## src/rtl/prm_edge_mask_accum_pkg.sv

```systemverilog
// Shared types and default sizes for the PRM blocked-edge collector.
// Contents: geometry defaults, FSM state enum, pipeline stage bundle.
package prm_pkg;

    localparam int CODE_W    = 15;
    localparam int NUM_EDGES = 64;
    localparam int OUT_W     = 32;
    localparam int CNT_W     = 16;

    localparam int NWORDS = NUM_EDGES / OUT_W;
    localparam int WIDX_W = (NWORDS > 1) ? $clog2(NWORDS) : 1;

    typedef enum logic {
        ST_ACCUM = 1'b0,
        ST_DRAIN = 1'b1
    } state_e;

    // Code-in-flight stage: the code sits on chk_code for one
    // cycle while the checker bank settles.
    typedef struct packed {
        logic valid;
        logic last;
    } s1_t;

endpackage

```

## src/rtl/prm_edge_mask_accum_drain.sv

```systemverilog
// Drains the blocked-edge bitmap as OUT_W-bit words over valid/ready.
// Ports: clk/rst_n, start pulse, acc bitmap, out_* handshake, done pulse.
module prm_mask_drain
    import prm_pkg::*;
#(
    parameter int NUM_EDGES = prm_pkg::NUM_EDGES,
    parameter int OUT_W     = prm_pkg::OUT_W
) (
    input  logic                 clk,
    input  logic                 rst_n,
    input  logic                 start,
    input  logic [NUM_EDGES-1:0] acc,
    output logic                 out_valid,
    input  logic                 out_ready,
    output logic [OUT_W-1:0]     out_data,
    output logic                 out_last,
    output logic                 done
);

    localparam int NW  = NUM_EDGES / OUT_W;
    localparam int IW  = (NW > 1) ? $clog2(NW) : 1;

    logic          active;
    logic [IW-1:0] word_idx;
    logic          hs;

    assign out_valid = active;
    assign out_last  = active && (word_idx == IW'(NW - 1));
    assign out_data  = acc[word_idx*OUT_W +: OUT_W];
    assign hs        = active && out_ready;
    assign done      = hs && out_last;

    always_ff @(posedge clk or negedge rst_n) begin
        if (!rst_n) begin
            active   <= 1'b0;
            word_idx <= '0;
        end else if (start) begin
            active   <= 1'b1;
            word_idx <= '0;
        end else if (done) begin
            active   <= 1'b0;
            word_idx <= '0;
        end else if (hs) begin
            word_idx <= word_idx + 1'b1;
        end
    end

endmodule

```

## src/rtl/prm_edge_mask_accum.sv

```systemverilog
// Collects per-voxel edge masks from the checker bank into a frame bitmap.
// Ports: in_* code stream, chk_code/chk_mask bank bus, out_* drain, status.
module prm_edge_mask_accum
    import prm_pkg::*;
#(
    parameter int CODE_W    = prm_pkg::CODE_W,
    parameter int NUM_EDGES = prm_pkg::NUM_EDGES,
    parameter int OUT_W     = prm_pkg::OUT_W,
    parameter int CNT_W     = prm_pkg::CNT_W
) (
    input  logic                 CLK,
    input  logic                 RST_n,
    input  logic                 in_valid,
    output logic                 in_ready,
    input  logic [CODE_W-1:0]    in_code,
    input  logic                 in_last,
    output logic [CODE_W-1:0]    chk_code,
    input  logic [NUM_EDGES-1:0] chk_mask,
    output logic                 out_valid,
    input  logic                 out_ready,
    output logic [OUT_W-1:0]     out_data,
    output logic                 out_last,
    output logic [CNT_W-1:0]     frame_voxels,
    output logic                 busy
);

    state_e               state_q;
    state_e               state_d;
    s1_t                  s1;
    logic [NUM_EDGES-1:0] acc;
    logic [CNT_W-1:0]     voxel_cnt;
    logic                 accept;
    logic                 drain_done;

    // FSM: state register
    always_ff @(posedge CLK or negedge RST_n) begin
        if (!RST_n) state_q <= ST_ACCUM;
        else        state_q <= state_d;
    end

    // FSM: next state
    always_comb begin
        state_d = state_q;
        unique case (state_q)
            ST_ACCUM: if (s1.last)    state_d = ST_DRAIN;
            ST_DRAIN: if (drain_done) state_d = ST_ACCUM;
            default:                  state_d = ST_ACCUM;
        endcase
    end

    // FSM: outputs. in_ready depends only on registered state.
    always_comb begin
        in_ready = 1'b0;
        unique case (state_q)
            ST_ACCUM: in_ready = !s1.last;
            ST_DRAIN: in_ready = 1'b0;
            default:  in_ready = 1'b0;
        endcase
    end

    assign accept = in_valid && in_ready;

    always_ff @(posedge CLK or negedge RST_n) begin
        if (!RST_n) begin
            chk_code <= '0;
            s1       <= '0;
        end else begin
            s1.valid <= accept;
            s1.last  <= accept && in_last;
            if (accept) chk_code <= in_code;
        end
    end

    // The mask for the code on chk_code is sampled one cycle after
    // the accept, giving the combinational bank a full cycle to settle.
    always_ff @(posedge CLK or negedge RST_n) begin
        if (!RST_n)          acc <= '0;
        else if (s1.valid)   acc <= acc | chk_mask;
        else if (drain_done) acc <= '0;
    end

    // No accept can coincide with s1.last, since in_ready is low then.
    always_ff @(posedge CLK or negedge RST_n) begin
        if (!RST_n) begin
            voxel_cnt    <= '0;
            frame_voxels <= '0;
        end else if (s1.last) begin
            frame_voxels <= voxel_cnt;
            voxel_cnt    <= '0;
        end else if (accept && (voxel_cnt != '1)) begin
            voxel_cnt <= voxel_cnt + 1'b1;
        end
    end

    always_ff @(posedge CLK or negedge RST_n) begin
        if (!RST_n)          busy <= 1'b0;
        else if (accept)     busy <= 1'b1;
        else if (drain_done) busy <= 1'b0;
    end

    prm_mask_drain #(
        .NUM_EDGES (NUM_EDGES),
        .OUT_W     (OUT_W)
    ) u_drain (
        .clk       (CLK),
        .rst_n     (RST_n),
        .start     (s1.last),
        .acc       (acc),
        .out_valid (out_valid),
        .out_ready (out_ready),
        .out_data  (out_data),
        .out_last  (out_last),
        .done      (drain_done)
    );

endmodule

```

## config.mk

```make
export PLATFORM = sky130hd
export DESIGN_NAME = prm_edge_mask_accum
export DESIGN_NICKNAME = d
export VERILOG_FILES = /design/src/rtl/prm_edge_mask_accum_pkg.sv /design/src/rtl/prm_edge_mask_accum_drain.sv /design/src/rtl/prm_edge_mask_accum.sv
export SDC_FILE = /design/constraint.sdc
export NUM_CORES = 1
export LEC_CHECK = 0
export CORE_ASPECT_RATIO = 0.9
export CORE_MARGIN = 5
export CORE_UTILIZATION = 51
export CTS_BUF_LIST = sky130_fd_sc_hd__clkbuf_16
export DETAILED_ROUTE_END_ITERATION = 12
export PLACE_DENSITY_LB_ADDON = 0.25
export RECOVER_POWER = 100
export SKIP_LAST_GASP = 1
export SYNTH_ARGS = -nofsm -noshare
export SYNTH_HDL_FRONTEND = slang
export SYNTH_SLANG_ARGS = --single-unit
```

## constraint.sdc

```tcl
create_clock -name CLK -period 3.9 [get_ports CLK]
set_input_delay 0.78 -clock CLK [delete_from_list [all_inputs] [get_ports CLK]]
set_output_delay 0.78 -clock CLK [all_outputs]
set_load 0.01 [all_outputs]
```

==> results of run 1 <==
-- where the power goes --
| group | total [mW] | internal, mW | switching (mW) | leakage (nW) |
|---|---|---|---|---|
| sequential | 2.04 | 1.67 | 0.374 | 1.48 |
| clock | 1.54 | 0.994 | 0.545 | 0.274 |
| combinational | 1.89 | 1.06 | 0.827 | 1.43 |
-- metrics by stage --
stage               area (µm²)  setup WS (ns)
floorplan                 4980           1.92
global placement          6610           1.22
detailed placement        6610           1.13
CTS                       7200          0.800
global route              7140          0.360
finish                    7140          0.476
-- critical path: cells and delay by family (launching register included) --
family / cells / cell delay [ns]
buffers and inverters: 2 / 1.22
DFF: 1 / 0.60
muxes: 1 / 0.41
-- kinds of logic (layout without fill, tap and decap cells) --
family,after synthesis,in the layout,share of synthesized area (%)
simple gates,144,144,13.1
buf+inv,26,190,2.06
flops,117,117,58.7
mux,64,64,14.4
xor+xnor,4,4,0.703
fa+ha+maj,1,1,0.251
compound gates,93,93,10.7
-- registers in the layout, indices dropped and copies added (netlist names) --
name               count
voxel_cnt             16
s1                     2
chk_code              15
u_drain.out_valid      1
frame_voxels          16
u_drain.word_idx       1
acc                   64
state_q                1
busy                   1
-- metal layers --
| metal | up-vias | global-route usage (%) |
|---|---|---|
| li1 | 1886 | - |
| met1 | 1953 | 28.4 |
| met2 | 125 | 35.0 |
| met3 | 20 | 6.88 |
| met4 | 0 | 7.21 |
| met5 | - | 0 |
-- how the worst max path moves through the flow --
stage                     slack (ns)  cells past startpoint      endpoint
after floorplan                 1.92                      3  out_data[10]
after global placement          1.22                      6  voxel_cnt[9]
after detailed placement        1.13                      6  voxel_cnt[9]
after CTS                       0.80                      3   out_data[9]
after global routing            0.36                      3  out_data[15]
final                           0.48                      3   out_data[3]
-- layout make-up --
cell class | count | area, µm²
Sequential cell | 117 | 2930
Fill cell | 687 | 2470
Inverter | 2 | 7.51
Tap cell | 126 | 158
Clock buffer | 17 | 425
Multi-Input combinational cell | 306 | 1930
Clock inverter | 15 | 164
Timing Repair Buffer | 156 | 1520
-- cells in the final DEF, fill, tap and decap left out, drive strengths merged, types with 2 or more instances in the layout --
master,n
xor2,3
clkdlybuf4s50,92
o31ai,3
nand2,10
dfrtp,117
a21o,2
and4,2
nor4,3
clkbuf,24
a21oi,73
clkinvlp,6
o21ai,6
clkinv,6
nand4,8
or4,3
or3,5
bufinv,3
mux2,63
and3,3
and2,2
nor2,99
inv,2
nor3,2
dlygate4sd3,57
nand3,5
==> metrics.md, run 1 <==
| Metric | Value |
|---|---|
| Hold Vio Cnt, Final | `0` |
| TritonRoute pass-1 iters | `4` |
| Total Wirelength | `between 10000 and 15000 µm` |
| Grt total ovfl | `0` |
| Fraction of layout cells with a size suffix above 1 | `16.8%` |
| Final core occ | `between 70% and 80%` |
| Wirelength per Cell | `roughly 17 µm` |
| RD Place Congestion | `approximately 0.84` |
| Post-synth ARST share | `between 90% and 100%` |
| Area growth syn-to-layout | `43.3%` |
| I/O Buffers | `150` |
| Setup bufs post-CTS | `0` |
| Final setup violating endpoints | `0` |
| FF-to-FF path depth | `5` |
| Die ar. | `roughly 0.012 mm²` |
| Largest net degree at the start of global routing | `66` |
| Synth Register Bits | `117` |
| Die Y-Extent | `slightly above 100 µm` |
| Vias in the first global route | `4158` |
| Worst min path class | `reg -> reg` |
| Final non-filler cell total | `739` |
| Most frequent cell after synthesis | `dfrtp_1` |
| Critical path cell sequence | `clkbuf_2, mux2_2, dlygate4sd3_1` |
| Number of synthesized flops with an enable pin | `0` |
| Placed insts | `slightly above 700` |
| Total GRT Usage | `between 20% and 30%` |
| Synth cell types | `38` |
| DRT met1 WL | `roughly 5400 µm` |
| Unrepaired setup endpoints after global routing | `no` |
| Slew @ Worst Pin | `~1.5 ns` |
| Status | `completed` |
| Reg-to-Reg End | `voxel_cnt[9]` |
| Global-route wire length before repair | `a little over 20000 µm` |
| Syn Nets | `between 500 and 600` |
| Max frequency | `292 MHz` |
| H-tree Lvls | `4` |
| Post-layout min period | `around 3.4 ns` |
| Number of cells upsized or downsized after cts | `0` |
| Slowest stage cell, crit path | `clkbuf_2` |
| Clk_lat worst skew | `around 0.40 ns` |
| Critical path arrival | `~2.6 ns` |
| IO Pins | `roughly 150` |
| Hold EP | `busy` |
| Synth Warn # | `0` |
| CP endpoint kind | `primary output` |
| Cells after Synth | `roughly 450` |
| Setup TNS | `0 ns` |
| WS Path Type | `reg -> out` |
| Synth top area share | `58.7%` |
| Peak VDD IR | `~0.45 mV` |
| DIE WIDTH | `about 110 µm` |
| Starting DRT DRC Count | `between 200 and 250` |
| # diodes | `0` |
| FP Rows | `34` |
| CP required | `around 3.1 ns` |
| Via count | `roughly 4000` |
| Sequential element share of the synthesized area | `58.7%` |
| FF-to-FF setup slack | `1.02 ns` |
| Fin nets | `a little under 700` |
| Worst Setup SP | `u_drain.word_idx` |
| Routed vias/inst | `~5.4` |
| Synth cell count leaders | `117 x dfrtp_1, 99 x nor2_1, 73 x a21oi_1` |
| Top_reg_cell synth | `dfrtp_1` |
| Initial Util | `roughly half` |
| Syn_area_per_cell | `roughly 11 µm²` |
| Nature of the critical path startpoint | `register` |
| Pwr Density | `between 700 and 800 mW/mm²` |
| Area leader, netlist | `dfrtp_1` |
| DR top layer | `met4` |
| Post-DRT Antenna Nets | `0` |
| Max cap viols | `0` |
| Top post-synthesis cells by area | `dfrtp_1 59%, mux2_2 14%, nor2_1 7.5%` |
| Pleak | `~3.2 nW` |
| Slew Limit Fails | `0` |
| Max incr delay on CP | `between 0.6 and 0.7 ns` |
| CTS root buffer | `clkbuf_16` |
| CTS tree | `built` |
| Worst-path clk slew | `0.05 ns` |
| Hold depth | `1` |
| Hpwl dp | `8360 µm` |
| Relative slew slack | `between 1 and 1.5%` |
| DR WL met3 | `roughly 760 µm` |
| Origin of the worst min-delay path | `busy` |
| Mapped Area | `about 0.005 mm²` |
| Hold Buf Count CTS | `0` |
| Worst clock skew | `about 0.0090 ns` |
| Max Buffers Root-to-Sink | `2` |
| CTS Sinks | `about 120` |
| Met2 wire len | `roughly 6100 µm` |
| Core region area | `~0.0096 mm²` |
| Hold WS | `between 0.4 and 0.5 ns` |
| Final worst-path cycle share | `roughly 88%` |
| CTS Buf Count | `17` |
| Worst Path Max Fanout | `24` |
| Reg-to-Reg Start | `s1[0]` |
| Antenna violations before repair | `0` |
| # DRC | `0` |
| Power consumption | `~5.5 mW` |
(Power assumes the default switching activity.)
==> run 2, diff against run 1 <==
--- a/config.mk
+++ b/config.mk
@@ -6,8 +6,8 @@
 export NUM_CORES = 1
 export LEC_CHECK = 0
 export CORE_ASPECT_RATIO = 0.9
-export CORE_MARGIN = 5
-export CORE_UTILIZATION = 51
+export CORE_MARGIN = 2
+export CORE_UTILIZATION = 42
 export CTS_BUF_LIST = sky130_fd_sc_hd__clkbuf_16
 export DETAILED_ROUTE_END_ITERATION = 12
 export PLACE_DENSITY_LB_ADDON = 0.25
==> constraint.sdc (replaced) <==
create_clock -name CLK -period 2.8 [get_ports CLK]
set_input_delay 0.56 -clock CLK [delete_from_list [all_inputs] [get_ports CLK]]
set_output_delay 0.56 -clock CLK [all_outputs]
set_load 0.01 [all_outputs]
==> run 2 against run 1 <==
Clock power up 35%. Final cell count up 4.3%. Largest cell class unchanged. Sequential share of layout area down 0.48 points.
==> metrics.md, run 2 (synthesized netlist as in run 1, its figures left out) <==
| Metric | Value |
|---|---|
| Fin nets | `687 (+0.29%)` |
| Final setup violating endpoints | `0 (unchanged)` |
| Slew Limit Fails | `0 (unchanged)` |
| Slowest stage cell, crit path | `dlygate4sd3_1` |
| Worst clock skew | `0.00621 ns (-0.00276 ns)` |
| Most common cell after layout, fill and taps aside | `dfrtp_1` |
| Final core occ | `62.9% (-11 points)` |
| Hold Buf Count CTS | `0 (unchanged)` |
| Peak VDD IR | `0.650 mV (+43%)` |
| Status | `completed` |
| Pleak | `3.24 nW (+1.8%)` |
| Fillers | `970 (+41%)` |
| Routed vias/inst | `5.11 (-5.2%)` |
| Die Y-Extent | `107 µm (+3.4%)` |
| Unrepaired setup endpoints after global routing | `no` |
| Top flop regs | `acc (64), frame_voxels (16), voxel_cnt (16)` |
| Core region area | `0.0115 mm² (+19%)` |
| # DRC | `0 (unchanged)` |
| I/O Buffers | `150 (unchanged)` |
| Starting DRT DRC Count | `182 (-14%)` |
| Final worst-path cycle share | `approximately 91%` |
| CTS tree | `built` |
| IO Pins | `151 (unchanged)` |
| Die ar. | `0.0128 mm² (+7.6%)` |
| Critical path arrival | `1.99 ns (-0.65 ns)` |
| Reg-to-Reg Start | `u_drain.word_idx` |
| H-tree Lvls | `4 (unchanged)` |
| Hold Vio Cnt, Final | `0 (unchanged)` |
| Total Wirelength | `11800 µm (-5.5%)` |
| Max incr delay on CP | `0.62 ns (about the same)` |
| Number of cells upsized or downsized after cts | `0 (unchanged)` |
| Pwr Density | `1040 mW/mm² (+36%)` |
| WS Path Type | `reg -> out` |
| CP endpoint kind | `primary output` |
| CP required | `2.24 ns (-0.88 ns)` |
| Grt total ovfl | `0 (unchanged)` |
| Worst min path class | `in -> async` |
| Nature of the critical path startpoint | `register` |
| Relative slew slack | `8.74% (+7.3 points)` |
| CTS root buffer | `clkbuf_16` |
| Antenna violations before repair | `0 (unchanged)` |
| Met3 Use GR | `7.68% (+0.80 points)` |
| Setup TNS | `0 ns (unchanged)` |
| Initial Util | `43.4% (-8.4 points)` |
| Area growth syn-to-layout | `44.9%` |
| Gr busiest metal | `met2` |
| RD Place Congestion | `0.842 (about the same)` |
| Vias in the first global route | `4022 (-3.3%)` |
| Met2 GRT Util | `30.8% (-4.2 points)` |
| Largest register FFs | `64 (unchanged)` |
| FP Rows | `37 (+8.8%)` |
| Fraction of layout cells with a size suffix above 1 | `16.4% (-0.38 points)` |
| Setup bufs post-CTS | `0 (unchanged)` |
| Reg-to-Reg End | `acc[21]` |
| Largest net degree at the start of global routing | `52 (-21%)` |
| Max Buffers Root-to-Sink | `2 (unchanged)` |
| # diodes | `0 (unchanged)` |
| Worst Path Max Fanout | `34 (+42%)` |
| FF-to-FF path depth | `6 (+1)` |
| Post-layout min period | `between 2 and 3 ns` |
| TritonRoute pass-1 iters | `6 (+2)` |
| Worst Setup SP | `u_drain.word_idx` |
| Worst-path clk slew | `0.05 ns (about the same)` |
| Critical path cell sequence | `buf_12, mux2_2, dlygate4sd3_1` |
| Max cap viols | `0 (unchanged)` |
| Clk_lat worst skew | `0.40 ns (about the same)` |
| Global-route wire length before repair | `19700 µm (-5.1%)` |
| Max frequency | `392 MHz` |
| Via count | `3942 (-1.1%)` |
| FF-to-FF setup slack | `0.46 ns (-0.56 ns)` |
| Most flops, register | `acc` |
| Slew @ Worst Pin | `1.37 ns (-0.110 ns)` |
| Hpwl dp | `8060 µm (-3.6%)` |
| CTS Buf Count | `17 (unchanged)` |
| Wirelength per Cell | `15.3 µm (-9.4%)` |
| Total GRT Usage | `19.6% (-2.3 points)` |
| Most frequent cells in the layout | `116 x dfrtp_1, 98 x nor2_1, 81 x clkdlybuf4s50_1, 73 x a21oi_1, 68 x dlygate4sd3_1` |
| CTS Sinks | `117 (unchanged)` |
| DIE WIDTH | `119 µm (+4.0%)` |
| Met1 Use GR | `24.3% (-4.1 points)` |
| Post-DRT Antenna Nets | `0 (unchanged)` |
## run 2: changes by cell type in the layout (fill, tap and decap cells not counted), moves of 2 or more
cell             change
buf_12               +2
clkdlybuf4s50_1     -11
clkinvlp_4           -5
dlygate4sd3_1       +11
clkinv_1             +4
## run 2: worst max path at each step
stage	endpoint
after CTS	out_data[6]
after global placement	voxel_cnt[9]
final	out_data[17]
after global routing	out_data[17]
after floorplan	voxel_cnt[10]
after detailed placement	voxel_cnt[9]
## run 2: report_power, final
part | switching [mW] | internal [mW] | total, mW
Combinational | 1.22 | 1.47 | 2.68
Clock | 0.717 | 1.37 | 2.08
Sequential | 0.422 | 2.32 | 2.75
Total | 2.36 | 5.16 | 7.51
## run 2: critical path: cells and delay by family (launching register included)
family / cells / cell delay [ns]
flops: 1 / 0.37
buf+inv: 2 / 0.85
mux: 1 / 0.35
## run 2: layer usage
| metal | share of wire [%] | wire length, µm |
|---|---|---|
| met5 | 0 | 0 |
| met2 | 48 | 5650 |
| met1 | 42 | 5010 |
| met4 | 2.0 | 240 |
| met3 | 7.6 | 898 |
## run 2: per-stage QoR
stage          instance area (µm²)  hold slack, ns  setup slack, ns  power [mW]  std cells
6_report                      7220           0.434            0.249        7.51        771
5_1_grt                       7220           0.513            0.182        8.02        771
4_1_cts                       7240           0.220            0.331        7.81        771
3_5_place_dp                  6670           0.467            0.420        5.68        739
3_3_place_gp                  6670           0.463            0.466        5.59        739
2_1_floorplan                 4980           0.264            0.990        4.21        449
## run 2: layout make-up
| cell class | count | area [µm²] | share of cell area (%) |
|---|---|---|---|
| multi-input cells | 306 | 1960 | 27.1 |
| clock inverters | 15 | 145 | 2.01 |
| flip-flops and latches | 117 | 2930 | 40.6 |
| inverters | 2 | 7.51 | 0.104 |
| repair buffers | 158 | 1570 | 21.7 |
| clock buffers | 17 | 425 | 5.89 |
| well taps | 156 | 195 | 2.70 |
==> run 3, diff against run 2 <==
--- a/config.mk
+++ b/config.mk
@@ -9,6 +9,7 @@
 export CORE_MARGIN = 2
 export CORE_UTILIZATION = 42
 export CTS_BUF_LIST = sky130_fd_sc_hd__clkbuf_16
+export CTS_CLUSTER_SIZE = 40
 export DETAILED_ROUTE_END_ITERATION = 12
 export PLACE_DENSITY_LB_ADDON = 0.25
 export RECOVER_POWER = 100
==> results of run 3 <==
Same layout as run 2: the final DEF is identical, and so are final timing and power.
